**src/rtl/tl_pkg.sv**
```systemverilog
// Shared state encodings, lamp patterns and default phase durations for the
// two-way intersection phase controller.
package tl_pkg;

    typedef enum logic [2:0] {
        AR_NS = 3'd0,
        NS_G  = 3'd1,
        NS_Y  = 3'd2,
        AR_EW = 3'd3,
        EW_G  = 3'd4,
        EW_Y  = 3'd5,
        FLASH = 3'd6
    } tl_state_t;

    // Lamp drives are {red, yellow, green}
    localparam logic [2:0] RED = 3'b100;
    localparam logic [2:0] YEL = 3'b010;
    localparam logic [2:0] GRN = 3'b001;
    localparam logic [2:0] OFF = 3'b000;

    localparam int DEF_GREEN_TIME  = 9;
    localparam int DEF_YELLOW_TIME = 3;
    localparam int DEF_ALLRED_TIME = 1;
    localparam int DEF_PED_CUT     = 3;

endpackage

```
**src/rtl/phase_timer.sv**
```systemverilog
// 4-bit phase down-counter: load has priority, then the pedestrian cut,
// then a tick-enabled decrement that holds at zero.
module phase_timer #(
    parameter logic [3:0] RESET_VALUE = 4'd1
) (
    input  logic       clk,
    input  logic       srst,
    input  logic       tick,
    input  logic       load,
    input  logic [3:0] load_value,
    input  logic       cut,
    input  logic [3:0] cut_value,
    output logic [3:0] count,
    output logic       zero
);

    logic [3:0] count_reg;

    always_ff @(posedge clk) begin
        if (srst) begin
            count_reg <= RESET_VALUE;
        end else if (load) begin
            count_reg <= load_value;
        end else if (tick && cut) begin
            count_reg <= cut_value;
        end else if (tick && (count_reg != 4'd0)) begin
            count_reg <= count_reg - 4'd1;
        end
    end

    assign count = count_reg;
    assign zero  = (count_reg == 4'd0);

endmodule

```
**src/rtl/traffic_phase_controller.sv**
```systemverilog
// Intersection phase FSM with pedestrian green cut and night flashing mode;
// drives both roads' lamps and the 0-9 countdown for the digit decoder.
module traffic_phase_controller
    import tl_pkg::*;
#(
    parameter int GREEN_TIME  = DEF_GREEN_TIME,
    parameter int YELLOW_TIME = DEF_YELLOW_TIME,
    parameter int ALLRED_TIME = DEF_ALLRED_TIME,
    parameter int PED_CUT     = DEF_PED_CUT
) (
    input  logic       clk,
    input  logic       rst,
    input  logic       tick,
    input  logic       night_mode,
    input  logic       ped_req,
    output logic [2:0] ns_light,
    output logic [2:0] ew_light,
    output logic [3:0] time_remaining,
    output logic [2:0] state
);

    tl_state_t  state_reg, state_next;
    logic       ped_pending_reg, ped_pending_next;
    logic       flash_phase_reg, flash_phase_next;
    logic       timer_load, timer_cut, timer_zero;
    logic [3:0] timer_load_value;
    logic [3:0] timer_count;
    logic       ped_effective;
    logic       in_green;

    phase_timer #(
        .RESET_VALUE(4'(ALLRED_TIME))
    ) u_phase_timer (
        .clk        (clk),
        .srst       (rst),
        .tick       (tick),
        .load       (timer_load),
        .load_value (timer_load_value),
        .cut        (timer_cut),
        .cut_value  (4'(PED_CUT)),
        .count      (timer_count),
        .zero       (timer_zero)
    );

    always_ff @(posedge clk) begin
        if (rst) begin
            state_reg       <= AR_NS;
            ped_pending_reg <= 1'b0;
            flash_phase_reg <= 1'b0;
        end else begin
            state_reg       <= state_next;
            ped_pending_reg <= ped_pending_next;
            flash_phase_reg <= flash_phase_next;
        end
    end

    assign ped_effective = ped_pending_reg | ped_req;
    assign in_green      = (state_reg == NS_G) || (state_reg == EW_G);

    always_comb begin
        state_next       = state_reg;
        ped_pending_next = ped_effective;
        flash_phase_next = flash_phase_reg;
        timer_load       = 1'b0;
        timer_load_value = 4'd0;
        timer_cut        = 1'b0;

        if (state_reg == FLASH) begin
            // Pedestrian requests are meaningless while flashing
            ped_pending_next = 1'b0;
            if (!night_mode) begin
                state_next       = AR_NS;
                timer_load       = 1'b1;
                timer_load_value = 4'(ALLRED_TIME);
                flash_phase_next = 1'b0;
            end else if (tick) begin
                flash_phase_next = ~flash_phase_reg;
            end
        end else if (night_mode) begin
            state_next       = FLASH;
            timer_load       = 1'b1;
            timer_load_value = 4'd0;
            flash_phase_next = 1'b0;
            ped_pending_next = 1'b0;
        end else begin
            case (state_reg)
                AR_NS, NS_G, NS_Y, AR_EW, EW_G, EW_Y: begin
                    if (tick && timer_zero) begin
                        timer_load = 1'b1;
                        if (in_green) ped_pending_next = 1'b0;
                        case (state_reg)
                            AR_NS:   begin state_next = NS_G;  timer_load_value = 4'(GREEN_TIME);  end
                            NS_G:    begin state_next = NS_Y;  timer_load_value = 4'(YELLOW_TIME); end
                            NS_Y:    begin state_next = AR_EW; timer_load_value = 4'(ALLRED_TIME); end
                            AR_EW:   begin state_next = EW_G;  timer_load_value = 4'(GREEN_TIME);  end
                            EW_G:    begin state_next = EW_Y;  timer_load_value = 4'(YELLOW_TIME); end
                            default: begin state_next = AR_NS; timer_load_value = 4'(ALLRED_TIME); end
                        endcase
                    end else if (tick && in_green && ped_effective
                                 && (timer_count > 4'(PED_CUT))) begin
                        timer_cut = 1'b1;
                    end
                end
                default: begin
                    // Unused encoding: restart the cycle from the NS all-red
                    state_next       = AR_NS;
                    timer_load       = 1'b1;
                    timer_load_value = 4'(ALLRED_TIME);
                    ped_pending_next = 1'b0;
                    flash_phase_next = 1'b0;
                end
            endcase
        end
    end

    always_comb begin
        ns_light = RED;
        ew_light = RED;
        case (state_reg)
            NS_G:    ns_light = GRN;
            NS_Y:    ns_light = YEL;
            EW_G:    ew_light = GRN;
            EW_Y:    ew_light = YEL;
            FLASH: begin
                ns_light = {1'b0, flash_phase_reg, 1'b0};
                ew_light = {1'b0, flash_phase_reg, 1'b0};
            end
            default: begin
                ns_light = RED;
                ew_light = RED;
            end
        endcase
    end

    assign time_remaining = timer_count;
    assign state          = state_reg;

endmodule

```
**config.mk**
```make
export PLATFORM = sky130hd
export DESIGN_NAME = traffic_phase_controller
export DESIGN_NICKNAME = d
export VERILOG_FILES = /design/src/rtl/tl_pkg.sv /design/src/rtl/phase_timer.sv /design/src/rtl/traffic_phase_controller.sv
export SDC_FILE = /design/constraint.sdc
export NUM_CORES = 1
export LEC_CHECK = 0
export ABC_AREA = 1
export CORE_ASPECT_RATIO = 0.6
export CORE_MARGIN = 2
export CORE_UTILIZATION = 23
export CTS_CLUSTER_SIZE = 16
export DETAILED_ROUTE_END_ITERATION = 8
export HOLD_SLACK_MARGIN = 0.08
export PLACE_DENSITY_LB_ADDON = 0.1
export REMOVE_ABC_BUFFERS = 1
export SETUP_SLACK_MARGIN = 0.3
export SYNTH_ARGS = -nofsm -noshare
export SYNTH_HDL_FRONTEND = slang
export SYNTH_SLANG_ARGS = --single-unit
```
**constraint.sdc**
```tcl
create_clock -name clk -period 1.2 [get_ports clk]
set_input_delay 0.36 -clock clk [delete_from_list [all_inputs] [get_ports clk]]
set_output_delay 0.36 -clock clk [all_outputs]
set_load 0.005 [all_outputs]
```
==> metrics.md, run 1 <==
| Metric | Value |
|---|---|
| Maxcap violations | 0 |
| Die Wd | between 70 and 80 um |
| Setup crit end kind | primary output |
| Worst-margin pin slew | between 300 and 400 ps |
| DR iter-0 viols | 32 |
| Latest clock arrival within the worst-skew pair | around 240 ps |
| FILL cells | around 230 |
| Vias/cell | ~4.8 |
| Diode count | 0 |
| Worst-path clk slew | around 50 ps |
| Max_slew headroom | approximately 73% |
| Gp weighted congestion | between 0.7 and 0.8 |
| P&R area growth vs syn | 128.4% |
| TritonCTS Sinks | 9 |
| Peak supply drop | 570.7 uV |
| Leakage Power | a little over 0.7 nW |
| Library cells used by synthesis | 24 |
| Worst hold stages | 2 |
| Final ANT Viol Nets | 0 |
| WP data arrival | 1120 ps |
| Register area share after synthesis | 27.43% |
| Syn Std Cell Area | roughly 660 um2 |
| Final-stage net count | 171 |
| Final TNS setup | -2619 ps |
| Syn Inst Count | ~100 |
| Final hold vios | 0 |
| Tmin final | approximately 1500 ps |
| CTS Buffer Depth | 2 |
| Most used routing layer | met2 |
| Seq cells post-synth | 9 |
| First-pass GRT wire length | 4043 um |
| Number of global-route vias before repair | about 890 |
| Status | complete, but fails checks |
| CTS tree | yes |
| Pwr/cell area | between 1000 and 1500 nW/um2 |
| DR pass1 iterations | 4 |
| Initial antenna violation count | 0 |
| Crit start category | flop |
| Routed vias | between 900 and 1000 |
| Data required time of the critical path | between 800 and 900 ps |
| DRC Markers | 0 |
| Fmax | roughly 670 MHz |
| Worst R2R Path Depth | 12 |
| Largest net degree at the start of global routing | 7 |
| H-tree levels | 1 |
| Number of placement rows | 14 |
| Hold_sp | flash_phase_reg$_SDFFE_PP0P_ |
| Layout cells sized above 1 | roughly 68% |
| DP Wirelength | around 1600 um |
| Hold Path Sink | flash_phase_reg$_SDFFE_PP0P_ |
| GR Util met2 | 27.75% |
| Initial core utilization | approximately 25% |
| RSZ-0062 raised after global routing | true |
| Commonest non-fill, non-tap cell in the layout | buf_4 |
| Worst setup margin | -282.5 ps |
| # IOs | 18 |
| R2R Path End | u_phase_timer.count[1]$_SDFFE_PP0P_ |
| Hold Buf Count CTS | 0 |
| Die H | roughly 45 um |
| Crit Reg-Reg Startpoint | state[2]$_SDFFE_PP0P_ |
| Hold Path Class | flop to flop |
| Total Wirelength | 2706 um |
| Root buffer cell | clkbuf_8 |
| Reg2reg setup slack | -220 ps |
| Kind of critical path | flop to primary output |
| Total Routing Usage GR | 16.63% |
| Failing checks | setup timing |
| Final period util | 123.5% |
| Setup Viol. Count Final | 18 |
| PortBufs | 17 |
| Num CTS Buffers | 3 |
| Remaining global-route overflow | 0 |
| Most frequent cells in the layout | buf_4, buf_6, nand2_1 |
| Worst clock skew | around 2.5 ps |
| Slew Viols, Final | 0 |
| Yosys warns | 0 |
| Core footprint | roughly 2600 um2 |
| Syn_area_per_cell | between 6 and 7 um2 |
| Largest register FFs | 4 |
| Global-route track usage on met1 | between 20% and 30% |
| Die area | around 3300 um2 |
| Hold_ws | between 500 and 600 ps |
| Grt met3 use | 5.310% |
| Routed WL per cell | between 10 and 15 um |
| Worst-path fanout max | 5 |
[where the power goes]
group	switching, mW	internal (mW)	leakage [nW]
clock	0.145	0.229	0.0255
sequential	0.0439	0.332	0.0774
combinational	0.370	0.396	0.609
[layer usage]
| metal | wire length [um] | part of all wire [%] | vias to the layer above |
|---|---|---|---|
| met5 | 0 | 0 | - |
| li1 | - | - | 457 |
| met3 | 120 | 4.4 | 8 |
| met1 | 1225 | 45 | 439 |
| met2 | 1302 | 48 | 27 |
| met4 | 57 | 2.1 | 0 |
[Yosys cell counts, drive strengths merged]
cell type	n	area, um2
a21oi	6	30.03
nand3	14	80.08
nor2	12	55.06
dfxtp	9	180.2
nand4	2	12.51
o21ai	3	15.01
o31ai	1	7.510
nor4	1	6.260
a211oi	1	7.510
o211ai	1	7.510
a31oi	1	6.260
nor3	1	5.000
o22ai	1	6.260
inv	20	75.07
nand2	27	128.9
xnor2	1	8.760
ha	2	25.02
[worst max path at each step]
| stage | start | endpoint | slack (ps) | cells past startpoint |
|---|---|---|---|---|
| floorplan | u_phase_timer.count[0]$_SDFFE_PP1P_ | u_phase_timer.count[1]$_SDFFE_PP0P_ | -130 | 10 |
| global placement | tick | state[2]$_SDFFE_PP0P_ | -450 | 6 |
| detailed placement | tick | state[2]$_SDFFE_PP0P_ | -440 | 6 |
| CTS | state[1]$_SDFFE_PP0P_ | ew_light[1] | -230 | 5 |
| global route | state[2]$_SDFFE_PP0P_ | ew_light[1] | -320 | 5 |
| finish | state[2]$_SDFFE_PP0P_ | ew_light[1] | -280 | 5 |
[critical path, stage by stage (launching register included)]
cell     delay (ps)
dfxtp_4         400
nand2_4          70
nor2_4          110
inv_2            50
o22ai_2         100
buf_2           150
[repair_timing]
item,CTS,global route
pin swaps,18,8
resized for setup,121,19
setup endpoints to repair,22,22
buffers inserted,8,4
[metrics by stage]
stage	utilization, %	total power [mW]	setup slack (ps)	std cells	cell area [um2]
after floorplan	-	0.6006	-125.6	103	656.9
after global placement	40.99	0.8752	-454.9	179	1070
after detailed placement	40.99	0.8675	-441.3	179	1070
after CTS	52.88	1.428	-233.0	191	1380
after global routing	57.48	1.610	-321.4	195	1500
final	57.48	1.516	-282.5	195	1500
[layout make-up]
cell class	count	area, um2	area share, %
inverters	20	82.58	5.505
well taps	32	40.04	2.669
multi-input cells	74	636.9	42.45
clock inverters	1	5.005	0.3336
repair buffers	56	495.5	33.03
clock buffers	3	41.29	2.752
flip-flops and latches	9	198.9	13.26
[logic make-up (layout without fill, tap and decap cells)]
group | count (synthesis) | count (layout) | synth area share [%]
buffers and inverters | 20 | 80 | 11.43
DFF | 9 | 9 | 27.43
xor gates and xnor gates | 1 | 1 | 1.334
AOI/OAI and AO/OA | 14 | 14 | 12.19
and+or+nand+nor | 57 | 57 | 43.81
adders and majority gates | 2 | 2 | 3.809
Note: power is estimated with default switching activity, not from simulation.
==> run 2, diff against run 1 <==
--- a/config.mk
+++ b/config.mk
@@ -9,10 +9,10 @@
 export CORE_ASPECT_RATIO = 0.6
 export CORE_MARGIN = 2
 export CORE_UTILIZATION = 23
+export CTS_CLUSTER_DIAMETER = 200
 export CTS_CLUSTER_SIZE = 16
 export DETAILED_ROUTE_END_ITERATION = 8
 export HOLD_SLACK_MARGIN = 0.08
-export PLACE_DENSITY_LB_ADDON = 0.1
 export REMOVE_ABC_BUFFERS = 1
 export SETUP_SLACK_MARGIN = 0.3
 export SYNTH_ARGS = -nofsm -noshare
==> run 2 against run 1 <==
  * Combinational power rose by 1%
  * Critical path depth increased by 1
  * Clock skew is 1.6 ps higher
  * First-iteration DRC count fell by 3.1%
  * Routed wire length decreased by 3.9%
  * Critical path type unchanged
  * Register-to-register slack improved by 20 ps
  * The run still ends with setup timing left
  * Power up 0.14%
  * Cell count up 1.5%
  * Global-route usage shrank 0.19 points
  * Non-clock buffer count rose by 3
  * Maximum frequency up 0.16%
==> metrics.md, run 2 (synthesized netlist as in run 1, its figures left out) <==
| Metric | Value |
|---|---|
| Status | complete, but fails checks |
| Failing checks | setup timing |
| Fmax | 675.6 MHz (+0.16%) |
| Peak supply drop | 366.4 uV (-36%) |
| Root buffer cell | clkbuf_8 |
| Core footprint | 2610 um2 (unchanged) |
| FILL cells | 220 (-4.8%) |
| Num CTS Buffers | 3 (unchanged) |
| Routed vias | 911 (-2.1%) |
| Worst R2R Path Depth | 12 (unchanged) |
| Hold Path Class | flop to flop |
| # IOs | 18 (unchanged) |
| Remaining global-route overflow | 0 (unchanged) |
| Maxcap violations | 0 (unchanged) |
| Data required time of the critical path | 840 ps (about the same) |
| Total Routing Usage GR | 16.44% (-0.19 points) |
| Max_slew headroom | 73.72% (+0.22 points) |
| Kind of critical path | flop to primary output |
| P&R area growth vs syn | 121.5% |
| Hold Buf Count CTS | 0 (unchanged) |
| Hold Path Sink | ped_pending_reg$_SDFF_PP0_ |
| DR iter-0 viols | 31 (-3.1%) |
| Die area | 3313 um2 (unchanged) |
| DP Wirelength | 1507 um (-5.8%) |
| Die H | 45.40 um (unchanged) |
| TritonCTS Sinks | 9 (unchanged) |
| Worst setup margin | -280.1 ps (+2.430 ps) |
| Leakage Power | 0.7122 nW (about the same) |
| PortBufs | 17 (unchanged) |
| Largest register FFs | 4 (unchanged) |
| Gp weighted congestion | 0.8512 (+12%) |
| Final hold vios | 0 (unchanged) |
| Multi-input logic area | 586.8 um2 (-7.9%) |
| Commonest non-fill, non-tap cell in the layout | buf_4 |
| Slew Viols, Final | 0 (unchanged) |
| Crit Reg-Reg Startpoint | state[1]$_SDFFE_PP0P_ |
| Final ANT Viol Nets | 0 (unchanged) |
| CTS tree | yes |
| CTS Buffer Depth | 2 (unchanged) |
| Latest clock arrival within the worst-skew pair | 240 ps (about the same) |
| Total Wirelength | 2600 um (-3.9%) |
| Largest net degree at the start of global routing | 8 (+1) |
| Sequential Area | 198.9 um2 (unchanged) |
| Worst-path clk slew | 50 ps (about the same) |
| Number of global-route vias before repair | 865 (-2.5%) |
| Hold_sp | ped_pending_reg$_SDFF_PP0_ |
| Routed WL per cell | 13.13 um (-5.4%) |
| First-pass GRT wire length | 4022 um (-0.52%) |
| Initial core utilization | 25.17% (unchanged) |
| Reg2reg setup slack | -200 ps (+20 ps) |
| Setup Viol. Count Final | 17 (-1) |
| Most frequent cells in the layout | buf_4, buf_6, inv_1 |
| Layout cells sized above 1 | 66.87% (-1.2 points) |
| Worst-margin pin slew | 392.9 ps (-3.319 ps) |
| Placed cell areas | 1077 um2 (+0.70%) |
| Crit start category | flop |
| Vias/cell | 4.601 (-3.6%) |
| Initial antenna violation count | 0 (unchanged) |
| WP data arrival | 1120 ps (about the same) |
| Final period util | 123.3% (-0.20 points) |
| Final instance area | 1455 um2 (-3.0%) |
| Worst-path fanout max | 3 (-2) |
| Setup crit end kind | primary output |
| Diode count | 0 (unchanged) |
| Worst clock skew | 4.141 ps (+1.645 ps) |
| Die Wd | 72.99 um (unchanged) |
| R2R Path End | u_phase_timer.count[1]$_SDFFE_PP0P_ |
| Design Power | 1.518 mW (+0.14%) |
| DRC Markers | 0 (unchanged) |
| Final-stage net count | 174 (+1.8%) |
| Worst hold stages | 2 (unchanged) |
| RSZ-0062 raised after global routing | true |
| Number of placement rows | 14 (unchanged) |
| Tmin final | 1480 ps (-2.430 ps) |
| DR pass1 iterations | 4 (unchanged) |
| Pwr/cell area | 1043 nW/um2 (+3.2%) |
| H-tree levels | 1 (unchanged) |
[run 2: changes by cell type in the layout (fill, tap and decap cells not counted), moves of 3 or more]
cell / previous run / this run
inv_2: 5 / 8
inv_4: 3 / 0
nor2_4: 5 / 2
nand2_2: 5 / 8
buf_4: 24 / 27
nor2_1: 5 / 8
[run 2: report_power, final]
group,leakage [nW],internal (mW),total [mW],switching (mW)
sequential,0.0774,0.332,0.366,0.0333
clock,0.0228,0.233,0.376,0.142
combinational,0.612,0.406,0.776,0.371
[run 2: worst max-delay path by stage]
stage,start,endpoint,slack [ps],cells after the start
4_1_cts,state[1]$_SDFFE_PP0P_,ew_light[1],-290,6
3_5_place_dp,tick,state[2]$_SDFFE_PP0P_,-450,6
3_3_place_gp,state[1]$_SDFFE_PP0P_,ew_light[1],-430,5
6_report,state[1]$_SDFFE_PP0P_,ew_light[1],-280,6
5_1_grt,state[1]$_SDFFE_PP0P_,ew_light[1],-310,6
2_1_floorplan,u_phase_timer.count[0]$_SDFFE_PP1P_,u_phase_timer.count[1]$_SDFFE_PP0P_,-130,10
[run 2: layer usage]
layer / vias to the layer above / global-route usage (%) / part of all wire (%)
met4: 0 / 5.185 / 1.4
li1: 462 / - / -
met2: 21 / 28.11 / 50
met3: 5 / 4.425 / 3.5
met1: 423 / 20.48 / 45
met5: - / 0 / 0
[run 2: metrics by stage]
| step | hold slack [ps] | utilization, % | TNS [ps] | setup WS, ps | cells |
|---|---|---|---|---|---|
| after floorplan | 429.1 | - | -450.7 | -125.6 | 103 |
| after global placement | 513.1 | 41.28 | -6236 | -432.3 | 180 |
| after detailed placement | 524.9 | 41.28 | -6345 | -454.7 | 180 |
| after CTS | 529.7 | 53.21 | -2020 | -285.8 | 195 |
| after global routing | 551.4 | 55.75 | -3177 | -309.6 | 198 |
| final | 530.5 | 55.75 | -2365 | -280.1 | 198 |
[run 2: critical path, stage by stage (launching register included)]
cell	delay [ps]
dfxtp_4	350
buf_6	110
nand2_4	50
nor2_4	80
inv_2	40
o22ai_1	100
buf_2	130
[run 2: layout make-up]
cell class	instances	area share [%]
inverters	20	5.159
well taps	32	2.751
multi-input cells	74	40.33
flip-flops and latches	9	13.67
repair buffers	59	35.00
clock buffers	4	3.095
[run 2: timing repair]
item | CTS | global route
resized for setup | 120 | 11
pin swaps | 17 | 3
setup buffers | 11 | 3
endpoints found under the setup margin | 22 | 22
==> run 3, diff against run 2 <==
--- a/config.mk
+++ b/config.mk
@@ -5,7 +5,6 @@
 export SDC_FILE = /design/constraint.sdc
 export NUM_CORES = 1
 export LEC_CHECK = 0
-export ABC_AREA = 1
 export CORE_ASPECT_RATIO = 0.6
 export CORE_MARGIN = 2
 export CORE_UTILIZATION = 23
==> run 3 against run 2 <==
  * The flow still finishes with violations (setup timing)
  * Critical path depth rose by 1
  * Clock power shrank 1%
  * Global-route usage fell by 2.2 points
  * Cell area is 11% higher
  * Critical path type is now flop to flop
  * Highest routed layer unchanged
==> metrics.md, run 3 <==
| Metric | Value |
|---|---|
| Number of placement rows | 15 (+1) |
| Synth cell count leaders | nor2_1, dfxtp_1, nand2_1, inv_1, nor3_1 |
| Largest net degree at the start of global routing | 10 (+2) |
| Sequential Area | 190.2 um2 (-4.4%) |
| Buf+Inv Stages, Crit Path | 2 (-1) |
| Root buffer cell | clkbuf_8 |
| Final hold vios | 0 (unchanged) |
| Post-synth EDFFs | 0 (unchanged) |
| Yosys warns | 0 (unchanged) |
| Layout cells sized above 1 | 68.35% (+1.5 points) |
| Final TNS setup | -5716 ps (-3351 ps) |
| DRC Markers | 0 (unchanged) |
| PortBufs | 17 (unchanged) |
| Critical Path Slowest Stage Cell | and4b_2 |
| Placed insts | 175 (-2.8%) |
| Most frequent cells in the layout | buf_6, buf_4, nor2_1 |
| Peak supply drop | 318.6 uV (-13%) |
| Pwr/cell area | 967.6 nW/um2 (-7.2%) |
| CTS tree | yes |
| Die area | 3711 um2 (+12%) |
| Initial antenna violation count | 0 (unchanged) |
| Die Wd | 77.33 um (+5.9%) |
| Data required time of the critical path | 1320 ps (+480 ps) |
| DP Wirelength | 1639 um (+8.8%) |
| Tmin final | 1697 ps (+216.8 ps) |
| First-pass GRT wire length | 4057 um (+0.87%) |
| Multi-input logic area | 665.6 um2 (+13%) |
| DR iter-0 viols | 40 (+29%) |
| Worst setup margin | -496.9 ps (-216.8 ps) |
| Vias/cell | 4.715 (+2.5%) |
| Library cells used by synthesis | 37 (+54%) |
| Leakage Power | 0.6957 nW (-2.3%) |
| Diode count | 0 (unchanged) |
| Non-Filler Instances | 200 (+1.0%) |
| Syn Std Cell Area | 742.0 um2 (+13%) |
| CTS Buffer Depth | 2 (unchanged) |
| Number of global-route vias before repair | 885 (+2.3%) |
| Largest cells by area after synthesis | dfxtp_1, nor2_1, buf_6 |
| Syn_area_per_cell | 8.065 um2 (+26%) |
| Total Wirelength | 2742 um (+5.5%) |
| H-tree levels | 1 (unchanged) |
| Fmax | 589.3 MHz (-13%) |
| Latest clock arrival within the worst-skew pair | 240 ps (about the same) |
| Worst-path fanout max | 6 (+3) |
| Maxcap violations | 0 (unchanged) |
| Hold Path Class | flop to flop |
| Synth top area share | 24.28% (-3.1 points) |
| Final period util | 141.4% (+18 points) |
| Num CTS Buffers | 3 (unchanged) |
| Async SR Flop Fraction | 0% (unchanged) |
| Max_slew headroom | 73.82% (+0.10 points) |
| Crit start category | flop |
| Failing checks | setup timing |
| FILL cells | 268 (+22%) |
| Final ANT Viol Nets | 0 (unchanged) |
| RSZ-0062 raised after global routing | true |
| Placed cell areas | 1146 um2 (+6.4%) |
| TritonCTS Sinks | 9 (unchanged) |
| Post-synth top flop | dfxtp_1 |
| Final instance area | 1613 um2 (+11%) |
| DR pass1 iterations | 6 (+2) |
| P&R area growth vs syn | 117.4% |
| Kind of critical path | flop to flop |
| Initial core utilization | 25.02% (-0.15 points) |
| Worst-path clk slew | 50 ps (about the same) |
| Worst clock skew | 1.687 ps (-2.454 ps) |
| Largest register FFs | 4 (unchanged) |
| Critical path's largest stage delay | 380 ps (+30 ps) |
| Syn Inst Count | 92 (-11%) |
| Worst-margin pin slew | 389.7 ps (-3.201 ps) |
| Remaining global-route overflow | 0 (unchanged) |
| Routed vias | 943 (+3.5%) |
| Status | complete, but fails checks |
| Register area share after synthesis | 24.28% (-3.1 points) |
| Final-stage net count | 166 (-4.6%) |
| Delay-heaviest family, CP | simple AND/OR/NAND/NOR gates |
| Most common cell in the netlist | nor2_1 |
| Gp weighted congestion | 0.8563 (+0.60%) |
| Hold Buf Count CTS | 0 (unchanged) |
| Worst path cell trace | buf_6, buf_6, and4b_2, a21oi_2, nor2_2, a211oi_2, a211o_1 |
| Hold_ws | 485.9 ps (-44.60 ps) |
| WP data arrival | 1820 ps (+700 ps) |
| Final core occ | 54.39% (-1.4 points) |
| Setup crit end kind | flop |
| Routed WL per cell | 13.71 um (+4.4%) |
| Area leader, netlist | dfxtp_1 |
| Die H | 48.00 um (+5.7%) |
| Most frequent cell on the critical path | buf_6 |
| # IOs | 18 (unchanged) |
| Setup Viol. Count Final | 20 (+3) |
| Total Routing Usage GR | 14.26% (-2.2 points) |
| Seq cells post-synth | 9 (unchanged) |
| Slew Viols, Final | 0 (unchanged) |
| Core footprint | 2965 um2 (+14%) |
-- run 3: cell count changes in the layout (fill, tap and decap cells not counted), moves of 3 or more --
cell,previous run,this run
nor3_1,1,5
nand2_4,8,0
nand2_1,11,5
nand2b_4,0,4
nand2_2,8,2
buf_6,20,29
nand3_1,5,1
dfxtp_4,4,1
a21o_1,0,4
nand3_2,7,0
inv_1,12,3
inv_2,8,2
-- run 3: layout make-up --
type / count / share of cell area, %
Clock buffer: 4 / 2.793
Tap cell: 42 / 3.258
Sequential cell: 9 / 11.79
Timing Repair Buffer: 69 / 39.72
Inverter: 5 / 1.164
Multi-Input combinational cell: 71 / 41.27
-- run 3: timing repair --
action | 4_1_cts | 5_1_grt
resized for setup | 88 | 31
pin swaps | 15 | 14
hold endpoints to repair | 0 | 0
endpoints found under the setup margin | 22 | 22
setup buffers | 14 | 7
-- run 3: path summary, 6_finish.rpt --
kind / start / to / slack [ps] / depth (start not counted)
max: state[0]$_SDFFE_PP0P_ / u_phase_timer.count[0]$_SDFFE_PP1P_ / -500 / 7
min: flash_phase_reg$_SDFFE_PP0P_ / flash_phase_reg$_SDFFE_PP0P_ / 490 / 2
max reg2reg: state[0]$_SDFFE_PP0P_ / u_phase_timer.count[0]$_SDFFE_PP1P_ / -500 / 7
min reg2reg: flash_phase_reg$_SDFFE_PP0P_ / flash_phase_reg$_SDFFE_PP0P_ / 490 / 2
-- run 3: kinds of logic after synthesis --
logic type	Yosys count	share of synthesized area, %
AOI/OAI and AO/OA	26	27.49
xor gates and xnor gates	3	4.554
adders and majority gates	2	3.372
buffers and inverters	12	9.444
DFF	9	24.28
muxes	1	1.349
and+or+nand+nor	39	29.51
-- run 3: per-stage QoR --
step | worst slack [ps] | total power [mW]
2_1_floorplan | -476.2 | 0.5955
3_3_place_gp | -734.7 | 0.8847
3_5_place_dp | -780.1 | 0.8904
4_1_cts | -428.0 | 1.441
5_1_grt | -569.9 | 1.638
6_report | -496.9 | 1.561
-- run 3: per-layer routing --
metal	vias to the layer above	part of all wire (%)	GRT usage, %
met3	4	4.8	5.472
li1	460	-	-
met4	0	0.73	2.500
met2	29	46	25.39
met5	-	0	0
met1	450	48	17.24
-- run 3: worst reg2reg max path, stage by stage, from the launching register on --
cell and delay [ps]:
dfxtp_2 320, buf_6 110, buf_6 120, and4b_2 380, a21oi_2 120, nor2_2 180
a211oi_2 70, a211o_1 270
-- run 3: power breakdown --
part	leakage (nW)	total [mW]	switching, mW	internal [mW]
logic	0.597	0.815	0.334	0.481
registers	0.0760	0.374	0.0368	0.337
clock network	0.0228	0.371	0.138	0.233
total	0.696	1.56	0.509	1.05
